**config.mk**
```make
export PLATFORM = sky130hd
export DESIGN_NAME = difftest_commit_packer
export DESIGN_NICKNAME = d
export VERILOG_FILES = /design/src/rtl/difftest_commit_packer_pkg.sv /design/src/rtl/difftest_lane_compact.sv /design/src/rtl/difftest_commit_packer.sv
export SDC_FILE = /design/constraint.sdc
export NUM_CORES = 1
export LEC_CHECK = 0
export BUFFER_PORTS_ARGS = -buffer_cell sky130_fd_sc_hd__buf_2
export CAP_MARGIN = 40
export CORE_AREA = 2 2 203 205
export CTS_BUF_LIST = sky130_fd_sc_hd__clkbuf_8
export CTS_CLUSTER_SIZE = 10
export DETAILED_ROUTE_END_ITERATION = 7
export DIE_AREA = 0 0 205 207
export PLACE_DENSITY = 0.61
export SLEW_MARGIN = 30
export SYNTH_ARGS = -nofsm -noshare
export SYNTH_HDL_FRONTEND = slang
export SYNTH_SLANG_ARGS = --single-unit
```
**constraint.sdc**
```tcl
create_clock -name clock -period 2.9 [get_ports clock]
set_clock_uncertainty 0.1 [all_clocks]
set_input_delay 0 -clock clock [delete_from_list [all_inputs] [get_ports clock]]
set_output_delay 0 -clock clock [all_outputs]
set_load 0.01 [all_outputs]
```
**src/rtl/difftest_commit_packer_pkg.sv**
```systemverilog
// Shared difftest types: commit record layout (matches the checker/DPI side),
// packer state encoding and the default end-of-simulation encoding.
package difftest_commit_packer_pkg;

   typedef struct packed {
      logic        commit;
      logic [31:0] pc;
      logic [31:0] instr;
      logic        wen;
      logic [4:0]  wdest;
      logic [31:0] wdata;
      logic        skip;
   } difftest_info_t;

   typedef enum logic [1:0] {RUN, HALT, TIMEOUT} state_t;

   localparam logic [31:0] TRAP_INSTR_DEFAULT = 32'h00100073;

   // x0 is hard-wired, so a write to it carries no architectural effect
   function automatic difftest_info_t sanitize(input difftest_info_t rec);
      difftest_info_t res;
      res = rec;
      if (rec.wen && rec.wdest == 5'd0) begin
         res.wen   = 1'b0;
         res.wdata = '0;
      end
      return res;
   endfunction

endpackage

```
**src/rtl/difftest_lane_compact.sv**
```systemverilog
// Combinational lane compactor: k-th surviving lane lands in slot k, records sanitised.
// Zero latency, no flow control; drop[i] removes lane i before compaction.
module difftest_lane_compact
   import difftest_commit_packer_pkg::*;
#(
   parameter int NR_COMMIT_PORTS = 2,
   localparam int CW = $clog2(NR_COMMIT_PORTS + 1)
) (
   input  difftest_info_t             lanes     [NR_COMMIT_PORTS],
   input  logic [NR_COMMIT_PORTS-1:0] drop,
   output difftest_info_t             out_lanes [NR_COMMIT_PORTS],
   output logic [CW-1:0]              count
);

   logic [NR_COMMIT_PORTS-1:0] emit;
   logic [CW-1:0]              pos [NR_COMMIT_PORTS];

   always_comb begin
      count = '0;
      emit  = '0;
      for (int i = 0; i < NR_COMMIT_PORTS; i++) begin
         emit[i] = lanes[i].commit & ~drop[i];
         pos[i]  = count;
         if (emit[i]) count = count + CW'(1);
      end
      // Select by destination slot so no variable-index write is needed
      for (int j = 0; j < NR_COMMIT_PORTS; j++) begin
         out_lanes[j] = '0;
         for (int i = 0; i < NR_COMMIT_PORTS; i++) begin
            if (emit[i] && pos[i] == CW'(j)) out_lanes[j] = sanitize(lanes[i]);
         end
      end
   end

endmodule

```
**src/rtl/difftest_commit_packer.sv**
```systemverilog
// Packs retire lanes into the checker's commit vector and tracks trap/watchdog end of simulation.
// One cycle retire_info -> diff_info; never stalls the core, consumer samples every cycle.
module difftest_commit_packer
   import difftest_commit_packer_pkg::*;
#(
   parameter int          NR_COMMIT_PORTS = 2,
   parameter int          TIMEOUT_CYCLES  = 10000,
   parameter logic [31:0] TRAP_INSTR      = TRAP_INSTR_DEFAULT
) (
   input  logic           clock,
   input  logic           reset_n,
   input  difftest_info_t retire_info [NR_COMMIT_PORTS],
   input  logic [31:0]    trap_a0,
   output difftest_info_t diff_info   [NR_COMMIT_PORTS],
   output logic           halt,
   output logic           good_trap,
   output logic           timeout,
   output logic [63:0]    inst_count
);

   localparam int CW = $clog2(NR_COMMIT_PORTS + 1);
   localparam int WW = (TIMEOUT_CYCLES > 1) ? $clog2(TIMEOUT_CYCLES) : 1;

   state_t                     state, state_nxt;
   logic [WW-1:0]              wd_cnt, wd_nxt;
   logic [NR_COMMIT_PORTS-1:0] is_trap, drop;
   logic                       any_valid, trap_any, run;
   difftest_info_t             cmp_lanes [NR_COMMIT_PORTS];
   logic [CW-1:0]              cmp_count;

   // Everything younger than the oldest trap lane is discarded
   always_comb begin
      is_trap   = '0;
      drop      = '0;
      any_valid = 1'b0;
      for (int i = 0; i < NR_COMMIT_PORTS; i++) begin
         is_trap[i] = retire_info[i].commit && (retire_info[i].instr == TRAP_INSTR);
         any_valid  = any_valid | retire_info[i].commit;
         if (i > 0) drop[i] = drop[i-1] | is_trap[i-1];
      end
      trap_any = |is_trap;
   end

   difftest_lane_compact #(.NR_COMMIT_PORTS(NR_COMMIT_PORTS)) u_compact (
      .lanes     (retire_info),
      .drop      (drop),
      .out_lanes (cmp_lanes),
      .count     (cmp_count)
   );

   assign run = (state == RUN);

   always_comb begin
      state_nxt = state;
      wd_nxt    = wd_cnt;
      case (state)
         RUN: begin
            if (trap_any)                                state_nxt = HALT;
            else if (any_valid)                          wd_nxt    = '0;
            else if (wd_cnt == WW'(TIMEOUT_CYCLES - 1))  state_nxt = TIMEOUT;
            else                                         wd_nxt    = wd_cnt + WW'(1);
         end
         default: begin
            state_nxt = state;
         end
      endcase
   end

   always_ff @(posedge clock or negedge reset_n) begin
      if (!reset_n) begin
         state      <= RUN;
         wd_cnt     <= '0;
         good_trap  <= 1'b0;
         inst_count <= '0;
         for (int i = 0; i < NR_COMMIT_PORTS; i++) diff_info[i] <= '0;
      end else begin
         state  <= state_nxt;
         wd_cnt <= wd_nxt;
         for (int i = 0; i < NR_COMMIT_PORTS; i++) diff_info[i] <= run ? cmp_lanes[i] : '0;
         if (run) inst_count <= inst_count + 64'(cmp_count);
         if (run && trap_any) good_trap <= (trap_a0 == 32'd0);
      end
   end

   assign halt    = (state == HALT);
   assign timeout = (state == TIMEOUT);

endmodule

```
# After elaboration in Yosys (flattened, before gate mapping)
# Index checks and enable logic that the tools add are counted.
dict set report totals {
  ff_bits 289
  inputBits 242
  output_inout_bits 275
  word_cells 65
}
dict set report classes {
  n_addsub 3
  eq_ne 8
  mux 16
  n_bitwise 4
  reduce_logical 16
}
# operator count
set ops {}
lappend ops {{$mux W104} 5}
lappend ops {{$add A64 B2 Y64} 1}
lappend ops {{$eq A32 B21 Y1 const B} 2}
lappend ops {{$mux W32} 2}
lappend ops {{$logic_not A32 Y1} 1}
lappend ops {{$mux W14} 2}
lappend ops {{$add A14 B1 Y14 const B} 1}
lappend ops {{$eq A14 B14 Y1 const B} 1}
lappend ops {{$logic_not A5 Y1} 2}
lappend ops {{$mux W2} 4}
lappend ops {{$logic_and A1 B1 Y1} 7}
lappend ops {{$reduce_and A3 Y1} 2}
lappend ops {{$eq A2 B1 Y1 const B} 2}
lappend ops {{$logic_not A2 Y1} 2}
lappend ops {{$mux W1} 3}
lappend ops {{$add A1 B1 Y2 const B} 1}
lappend ops {{$eq A2 B2 Y1 const B} 1}
lappend ops {{$ne A2 B1 Y1 const B} 1}
lappend ops {{$ne A2 B2 Y1 const B} 1}
lappend ops {{$not A1 Y1} 2}
lappend ops {{$reduce_bool A2 Y1} 1}
lappend ops {{$reduce_or A2 Y1} 1}
lappend ops {{$and A1 B1 Y1} 1}
lappend ops {{$or A1 B1 Y1} 1}

# Longest topological paths before layout
# Gate-level depths: netlist (run 1).
dict set report logic_depth {
  ltp_word 7
  depth_mapped 13
  depth_no_buf 12
}

# Cells and area by module
# A second synthesis (run 1) with hierarchy kept.
dict set report hier_totals {
  cells_unflattened 1273
  hier_area_um2 12990.0
}
# module n_inst cells_per_inst area_each_um2 seq_area_each_um2
set by_module_without_submodules {}
lappend by_module_without_submodules {difftest_commit_packer 1 864 10854.2 7231.9}
lappend by_module_without_submodules {difftest_lane_compact 1 409 2135.8 0.0}

# Least setup slack after synthesis (run 1)
# No wires, ideal clock.
dict set report synth_timing {
  path_type {input to register}
  startpoint {input retire_info[152] (netlist name)}
  endpoint {register inst_count[40]}
  setup_ns 0.079
  arrival_time_ns 3.029
  setup_slack_ns -0.309
  stages 12
  path_buffers 1
  cell_sequence {or4_1 > nor4_1 > nor2b_1 > ha_1 > ha_1 > fa_1 > or3b_4 > nor4_4 > nand4_4 > buf_6 > nor3_2 > xor2_1}
}
dict set report synth_between {
  elab_chain_cells 6
}
# item line
set synth_lines {}
lappend synth_lines {{start, declared} difftest_commit_packer.sv:12} ;# input difftest_info_t retire_info [NR_COMMIT_PORTS],
lappend synth_lines {{$eq A32 B21 Y1} difftest_commit_packer.sv:37} ;# is_trap[i] = retire_info[i].commit && (retire_info[i].instr == TRAP_INSTR);
lappend synth_lines {{$logic_and A1 B1 Y1} difftest_commit_packer.sv:37}
lappend synth_lines {{$not A1 Y1} difftest_lane_compact.sv:22} ;# emit[i] = lanes[i].commit & ~drop[i];
lappend synth_lines {{$and A1 B1 Y1} difftest_lane_compact.sv:22}
lappend synth_lines {{$mux W2} difftest_lane_compact.sv:24} ;# if (emit[i]) count = count + CW'(1);
lappend synth_lines {{$add A64 B2 Y64} difftest_commit_packer.sv:80} ;# if (run) inst_count <= inst_count + 64'(cmp_count);
lappend synth_lines {{end signal, assigned} difftest_commit_packer.sv:80}
lappend synth_lines {{end, declared} difftest_commit_packer.sv:18} ;# output logic [63:0] inst_count
# Every way passes these cells.
# A chain may end at the register's enable or synchronous reset.

# Worst setup path in the final report (run 1)
dict set report layout_timing {
  startpoint {input retire_info[145] (netlist name)}
  endpoint {register inst_count[54]}
}
# The elaborated chain is that of the path after synthesis.

==> results of run 1 <==
==> sequential cells by signal (all words and copies together) (netlist names) <==
| register | cells |
|---|---|
| diff_info | 208 |
| inst_count | 64 |
| wd_cnt | 14 |
| state | 2 |
| good_trap | 1 |
==> worst register-to-register path, stage by stage, from the launching register on <==
cell	delay (ps)
dfrtp_1	560
or2_4	320
buf_4	630
a21oi_1	150
dlygate4sd3_1	600
==> worst max-delay path by stage <==
stage,startpoint,end,slack (ps),cells after the start
finish,retire_info[145],inst_count[54],70,15
global route,retire_info[145],inst_count[62],-1,15
CTS,retire_info[145],inst_count[50],3,15
detailed placement,retire_info[145],inst_count[50],-860,15
global placement,retire_info[145],inst_count[50],-850,15
floorplan,retire_info[145],inst_count[40],-20,13
==> power groups by stage <==
| stage | sequential (mW) | clock, mW | combinational [mW] |
|---|---|---|---|
| detailed placement | 4.45 | 0 | 1.20 |
| global placement | 4.44 | 0 | 1.19 |
| global route | 4.41 | 4.14 | 1.71 |
| floorplan | 4.55 | 0 | 0.351 |
| finish | 4.39 | 3.83 | 1.58 |
| CTS | 4.38 | 3.93 | 1.54 |
==> Yosys cell counts, drive strengths merged (21+ instances only) <==
cell type    n  area share, %
clkbuf      55            1.8
nand2       43            1.4
nand3       23            1.0
and3        83            4.5
nor2       127            4.1
nor3        28            1.4
dfrtp      289             63
xor2        41            3.1
and2        37            2.0
a22oi      100            6.5
xnor2       21            1.6
nor4        31            1.9
==> area by class of cell <==
| type | instances | area, um^2 | area share [%] |
|---|---|---|---|
| Antenna cell | 4 | 10.0 | 0.0521 |
| Clock buffer | 66 | 908 | 4.72 |
| Clock inverter | 27 | 143 | 0.742 |
| Inverter | 12 | 45.0 | 0.234 |
| Multi-Input combinational cell | 637 | 4120 | 21.4 |
| Sequential cell | 289 | 7230 | 37.6 |
| Tap cell | 532 | 666 | 3.46 |
| Timing Repair Buffer | 866 | 6110 | 31.8 |
==> cell families after synthesis <==
| logic type | after synthesis | share of synthesized area, % |
|---|---|---|
| compound gates | 138 | 8.75 |
| xor+xnor | 62 | 4.73 |
| fa+ha+maj | 5 | 0.610 |
| buf+inv | 73 | 2.47 |
| flops | 289 | 63.0 |
| mux | 2 | 0.185 |
| simple gates | 430 | 20.3 |
==> stage by stage <==
stage                     setup TNS [ps]  area (um^2)
after floorplan                    -48.2        11500
after global placement            -37660        15000
after detailed placement          -39900        15000
after CTS                              0        19100
after global routing               -1.94        19200
final                                  0        19200
==> cell usage in the layout (no fill, tap or decap), drive strengths merged, types with 21 or more instances in the layout <==
| cell type | n |
|---|---|
| buf | 563 |
| dlygate4sd3 | 303 |
| dfrtp | 289 |
| nor2 | 127 |
| a22oi | 100 |
| and3 | 83 |
| clkbuf | 66 |
| nand2 | 43 |
| xor2 | 41 |
| and2 | 37 |
| nor4 | 31 |
| inv | 28 |
| nor3 | 28 |
| nand3 | 23 |
| xnor2 | 21 |
==> repair_timing <==
action                     in CTS  in global routing
resized for setup               1                 15
pin swaps                       1                  0
hold endpoints to repair      512                  0
buffers inserted                1                  0
hold buffers                  304                  0
setup endpoints to repair      23                 12
==> layer usage <==
layer,vias up,track usage (%)
met5,-,0
met4,4,11.2
met3,152,7.47
met2,627,36.4
met1,5839,25.0
li1,5274,-
==> impl_metrics.csv, run 1 <==
group,metric,value,unit
run_status,status,"finished, final reports clean",
hold_path,hp-start,"retire_info[0]",
critical_path,crit_family,"simple AND/OR/NAND/NOR gates",
critical_path,reg2reg_from,"state[0]",
cts,clockBufferDepth,3,
logic_synthesis,synthCells,999,
power,cellLeakagePower,10.2,nW
critical_path,worst-path-buf-inv,3,
route,routedWlPerCell,19.5,um
global_route,antenna_found_initial,6,
critical_path,slowest_stage,"or3b_4",
cts,h-tree-depth,2,
timing,max_freq,353,MHz
critical_path,r2r-end,"diff_info[142]",
critical_path,crit_path_cell_trace,"buf_2, nor4bb_4, buf_4, nand4_1, nor4_4, nor2b_1, ha_2, ha_2, fa_2, or3b_4, nor4_4, nand4_4, buf_12, nor4_4, xor2_1",
logic_synthesis,synth_edf_count,0,
hold_path,min_path_cells,3,
route,dr_total_vias,11896,
route,viasPerCell,4.89,
global_route,overflow,0,
logic_synthesis,ys_async_sr_fraction,100,%
cts,cts_buffers,51,
critical_path,cp_max_fo,18,
cells_and_area,n_fill_cell,3570,
global_route,grt_usage,21.9,%
job,drv_cap,0,
logic_synthesis,synth_flop_cell,"dfrtp_1",
logic_synthesis,synth_nets,1246,
die,coreArea,0.0404,mm^2
logic_synthesis,avgSynthCellArea,11.5,um^2
route,route.antenna.remaining_nets,0,
cts,clk_latency,630,ps
route,top_layer_used,"met5",
timing,worst_pin_slew,852,ps
global_route,grt_pass1_vias,12672,
timing,holdWs,63.1,ps
cts,cts_tree,"yes",
critical_path,end_kind,"flop",
route,drtIter0Drc,698,
hold_path,min_path_type,"primary input to flop",
timing,setup_ws,70.2,ps
cells_and_area,final_util,47.6,%
route,dr.pass1.iters,7,
cells_and_area,stdcell_count,2433,
power,p_per_area,509,mW/mm^2
timing,hold_violations,0,
critical_path,cp_common_cell,"nor4_4",
placed_design,dp_cells,2031,
global_route,grt_max_degree,74,
die,fp.dieH,207,um
route,wl_met1,17500,um
logic_synthesis,ys_ff_latch,289,
critical_path,r2r_cells,4,
critical_path,start_kind,"primary input",
power,ir_drop,0.000370,V
logic_synthesis,yosysSeqAreaShare,63.0,%
logic_synthesis,synth_cell_types,54,
critical_path,cpPeakStageDelay,400,ps
cts,cts.sinks,289,
critical_path,cp_data_arrival_time,3250,ps
logic_synthesis,netlist_area,0.0115,mm^2
logic_synthesis,synth.yosys.warnings,0,
critical_path,r2r_slack,430,ps
placed_design,post-place-ws,-863,ps
global_route,grt_pass1_wl,72200,um
cts,clk_pin_slew,60,ps
critical_path,cp.required,3320,ps
placed_design,dpl.hpwl,30300,um
timing,layout_min_cycle_time,2830,ps
die,rows,74,
cells_and_area,nets,2104,
cts,cts_root_buf,"clkbuf_8",
power,seqPwrFrac,44.8,%
timing,slew_headroom,42.6,%
power,p_int,7.10,mW
power,p_clk_share,39.1,%
cells_and_area,area_delta_synth_final,67.4,%
die,die_w,205,um
die,pin_count,517,
cells_and_area,drive_gt1_share,35.6,%
power,swShare,27.5,%
timing,setup_viol,0,
placed_design,place_congestion,0.939,
route,dr_wl_met2,23000,um
critical_path,critical_path_class,"primary input to flop",
route,wl_met3,4440,um
die,die-area,0.0424,mm^2
timing,finalCritPeriodShare,97.6,%
timing,slew_violations,0,
power,power,9.79,mW
route,drc,0,
power,combPwrFrac,16.1,%
die,start_util,28.5,%
placed_design,port_buffers,516,
power,switching_power,2.70,mW
route,wirelength,47400,um
hold_path,whs_endpoint,"diff_info[0]",
(Power assumes the default switching activity.)
==> inputs of run 2 (changes only) <==
--- a/config.mk
+++ b/config.mk
@@ -13,6 +13,7 @@
 export DETAILED_ROUTE_END_ITERATION = 7
 export DIE_AREA = 0 0 205 207
 export PLACE_DENSITY = 0.61
+export SETUP_SLACK_MARGIN = 0.1
 export SLEW_MARGIN = 30
 export SYNTH_ARGS = -nofsm -noshare
 export SYNTH_HDL_FRONTEND = slang
==> run 2 against run 1 <==
Against the previous run:
- sequential power is essentially flat
- wire length rose by 2.3%
- clock-buffer cell count decreased by 5
- global-route usage increased by 0.22 points
- combinational power about the same
- non-clock buffer count grew 13
- critical path type unchanged
- worst setup slack improved by 68 ps
- register-to-register slack improved by 60 ps
- via count up 0.71%
- worst hold slack better by 13 ps
- fmax is 2.5% higher
- critical path depth shrank 4
==> impl_metrics.csv, run 2 (synthesis results as in run 1) <==
group,metric,value,unit
die,die-area,0.0424,mm^2
critical_path,cp_max_fo,39,
global_route,grt_max_degree,76,
cells_and_area,layout_common_cells,"515 x buf_2, 312 x dlygate4sd3_1, 289 x dfrtp_1, 126 x nor2_1, 100 x a22oi_1",
timing,worst_pin_slew,886,ps
route,drtIter0Drc,724,
timing,rsz0062_at_grt,"yes",
cts,cts.sinks,289,
cells_and_area,final_area,0.0194,mm^2
cells_and_area,layout_commonest_cell,"buf_2",
cells_and_area,drive_gt1_share,35.3,%
placed_design,dpl.hpwl,30600,um
cells_and_area,stdcell_count,2448,
global_route,antenna_found_initial,9,
cts,cts_tree,"yes",
die,start_util,28.5,%
power,ir_drop,0.000332,V
cts,cts_buffers,51,
cts,clk_latency,630,ps
timing,slew_violations,0,
timing,hold_violations,0,
power,combPwrFrac,16.0,%
route,viasPerCell,4.89,
placed_design,post-place-ws,-750,ps
critical_path,critical_path_class,"primary input to flop",
critical_path,worst-path-buf-inv,7,
critical_path,end_kind,"flop",
die,pin_count,517,
placed_design,dp_cells,2033,
critical_path,crit_family,"buffers and inverters",
global_route,overflow,0,
cells_and_area,largest_reg_flops,208,
timing,setup_viol,0,
die,fp.dieH,207,um
cts,h-tree-depth,2,
global_route,grt_pass1_vias,12658,
die,rows,74,
route,drc,0,
route,route.antenna.remaining_nets,0,
power,swShare,27.3,%
timing,max_freq,362,MHz
cells_and_area,top_register,"diff_info",
cts,cts_root_buf,"clkbuf_8",
cts,clk_pin_slew,60,ps
job,drv_cap,0,
placed_design,place_congestion,0.895,
timing,layout_min_cycle_time,2760,ps
power,power,9.96,mW
critical_path,cp_data_arrival_time,3190,ps
cells_and_area,nets,2117,
power,switching_power,2.72,mW
run_status,status,"finished, final reports clean",
critical_path,slowest_stage,"dlygate4sd3_1",
timing,finalCritPeriodShare,95.2,%
cts,clockBufferDepth,3,
timing,holdWs,76.1,ps
placed_design,placed_area,0.0150,mm^2
timing,slew_headroom,40.8,%
global_route,grt_usage,22.2,%
power,p_per_area,514,mW/mm^2
cells_and_area,area_delta_synth_final,68.6,%
placed_design,port_buffers,516,
route,dr_total_vias,11981,
power,cellLeakagePower,10.3,nW
route,wirelength,48500,um
critical_path,cpPeakStageDelay,600,ps
route,dr.pass1.iters,5,
critical_path,start_kind,"primary input",
hold_path,min_path_type,"primary input to flop",
power,p_clk_share,39.9,%
critical_path,cp.required,3320,ps
die,die_w,205,um
power,seqPwrFrac,44.1,%
power,p_int,7.25,mW
die,coreArea,0.0404,mm^2
cells_and_area,top_regs,"diff_info: 208 flops, inst_count: 64 flops, wd_cnt: 14 flops",
route,routedWlPerCell,19.8,um
timing,setup_ws,138,ps
critical_path,r2r_slack,490,ps
global_route,grt_pass1_wl,73000,um
critical_path,crit_path_cell_trace,"buf_2, dlygate4sd3_1, buf_4, buf_4, buf_12, nor2b_4, a21boi_2, buf_6, a22oi_1, dlygate4sd3_1, nor2_1",
==> run 2: final timing paths <==
kind	from	endpoint	cells past startpoint
min in group asynchronous	reset_n	wd_cnt[2]	4
max in group asynchronous	reset_n	diff_info[125]	4
worst max-delay path	retire_info[207]	diff_info[109]	11
worst min-delay path	retire_info[0]	diff_info[0]	3
worst max register to register	inst_count[37]	inst_count[62]	5
worst min register to register	inst_count[39]	inst_count[39]	1
==> run 2: stage by stage <==
stage,utilization (%),setup TNS [ps]
2_1_floorplan,-,-47.3
3_3_place_gp,37.2,-32000
3_5_place_dp,37.2,-28590
4_1_cts,47.7,0
5_1_grt,48.0,0
6_report,48.0,0
==> run 2: layer usage <==
layer / track usage, % / up-vias / part of all wire, %
met5: 0 / - / 0.11
met4: 10.5 / 8 / 4.6
met3: 6.64 / 154 / 9.3
met2: 37.5 / 660 / 48
met1: 25.5 / 5863 / 38
li1: - / 5296 / -
==> run 2: repair_timing <==
action / in CTS / in global routing
resized for setup: 1 / 13
pin swaps: 1 / 1
hold buffers: 313 / 0
endpoints found under the setup margin: 21 / 53
buffers inserted: 1 / 1
hold endpoints to repair: 512 / 0
==> run 2: power groups by stage <==
stage / Sequential, mW / Clock [mW] / Combinational (mW)
floorplan: 4.55 / 0 / 0.351
finish: 4.39 / 3.98 / 1.59
global placement: 4.45 / 0 / 1.18
CTS: 4.39 / 4.09 / 1.54
detailed placement: 4.45 / 0 / 1.19
global route: 4.41 / 4.27 / 1.72
==> run 2: cell type report <==
class	instances	area, um^2
clock buffer	61	840
antenna	4	10.0
sequential	289	7230
timing repair buffer	879	6230
fill	3612	21000
tap	532	666
clock inverter	34	240
inverter	12	45.0
multi-input combinational	637	4110
==> run 2: tightest hold or removal path, cell delays in order <==
cell and delay (ps):
dlygate4sd3_1 520, buf_2 110, and3_1 140
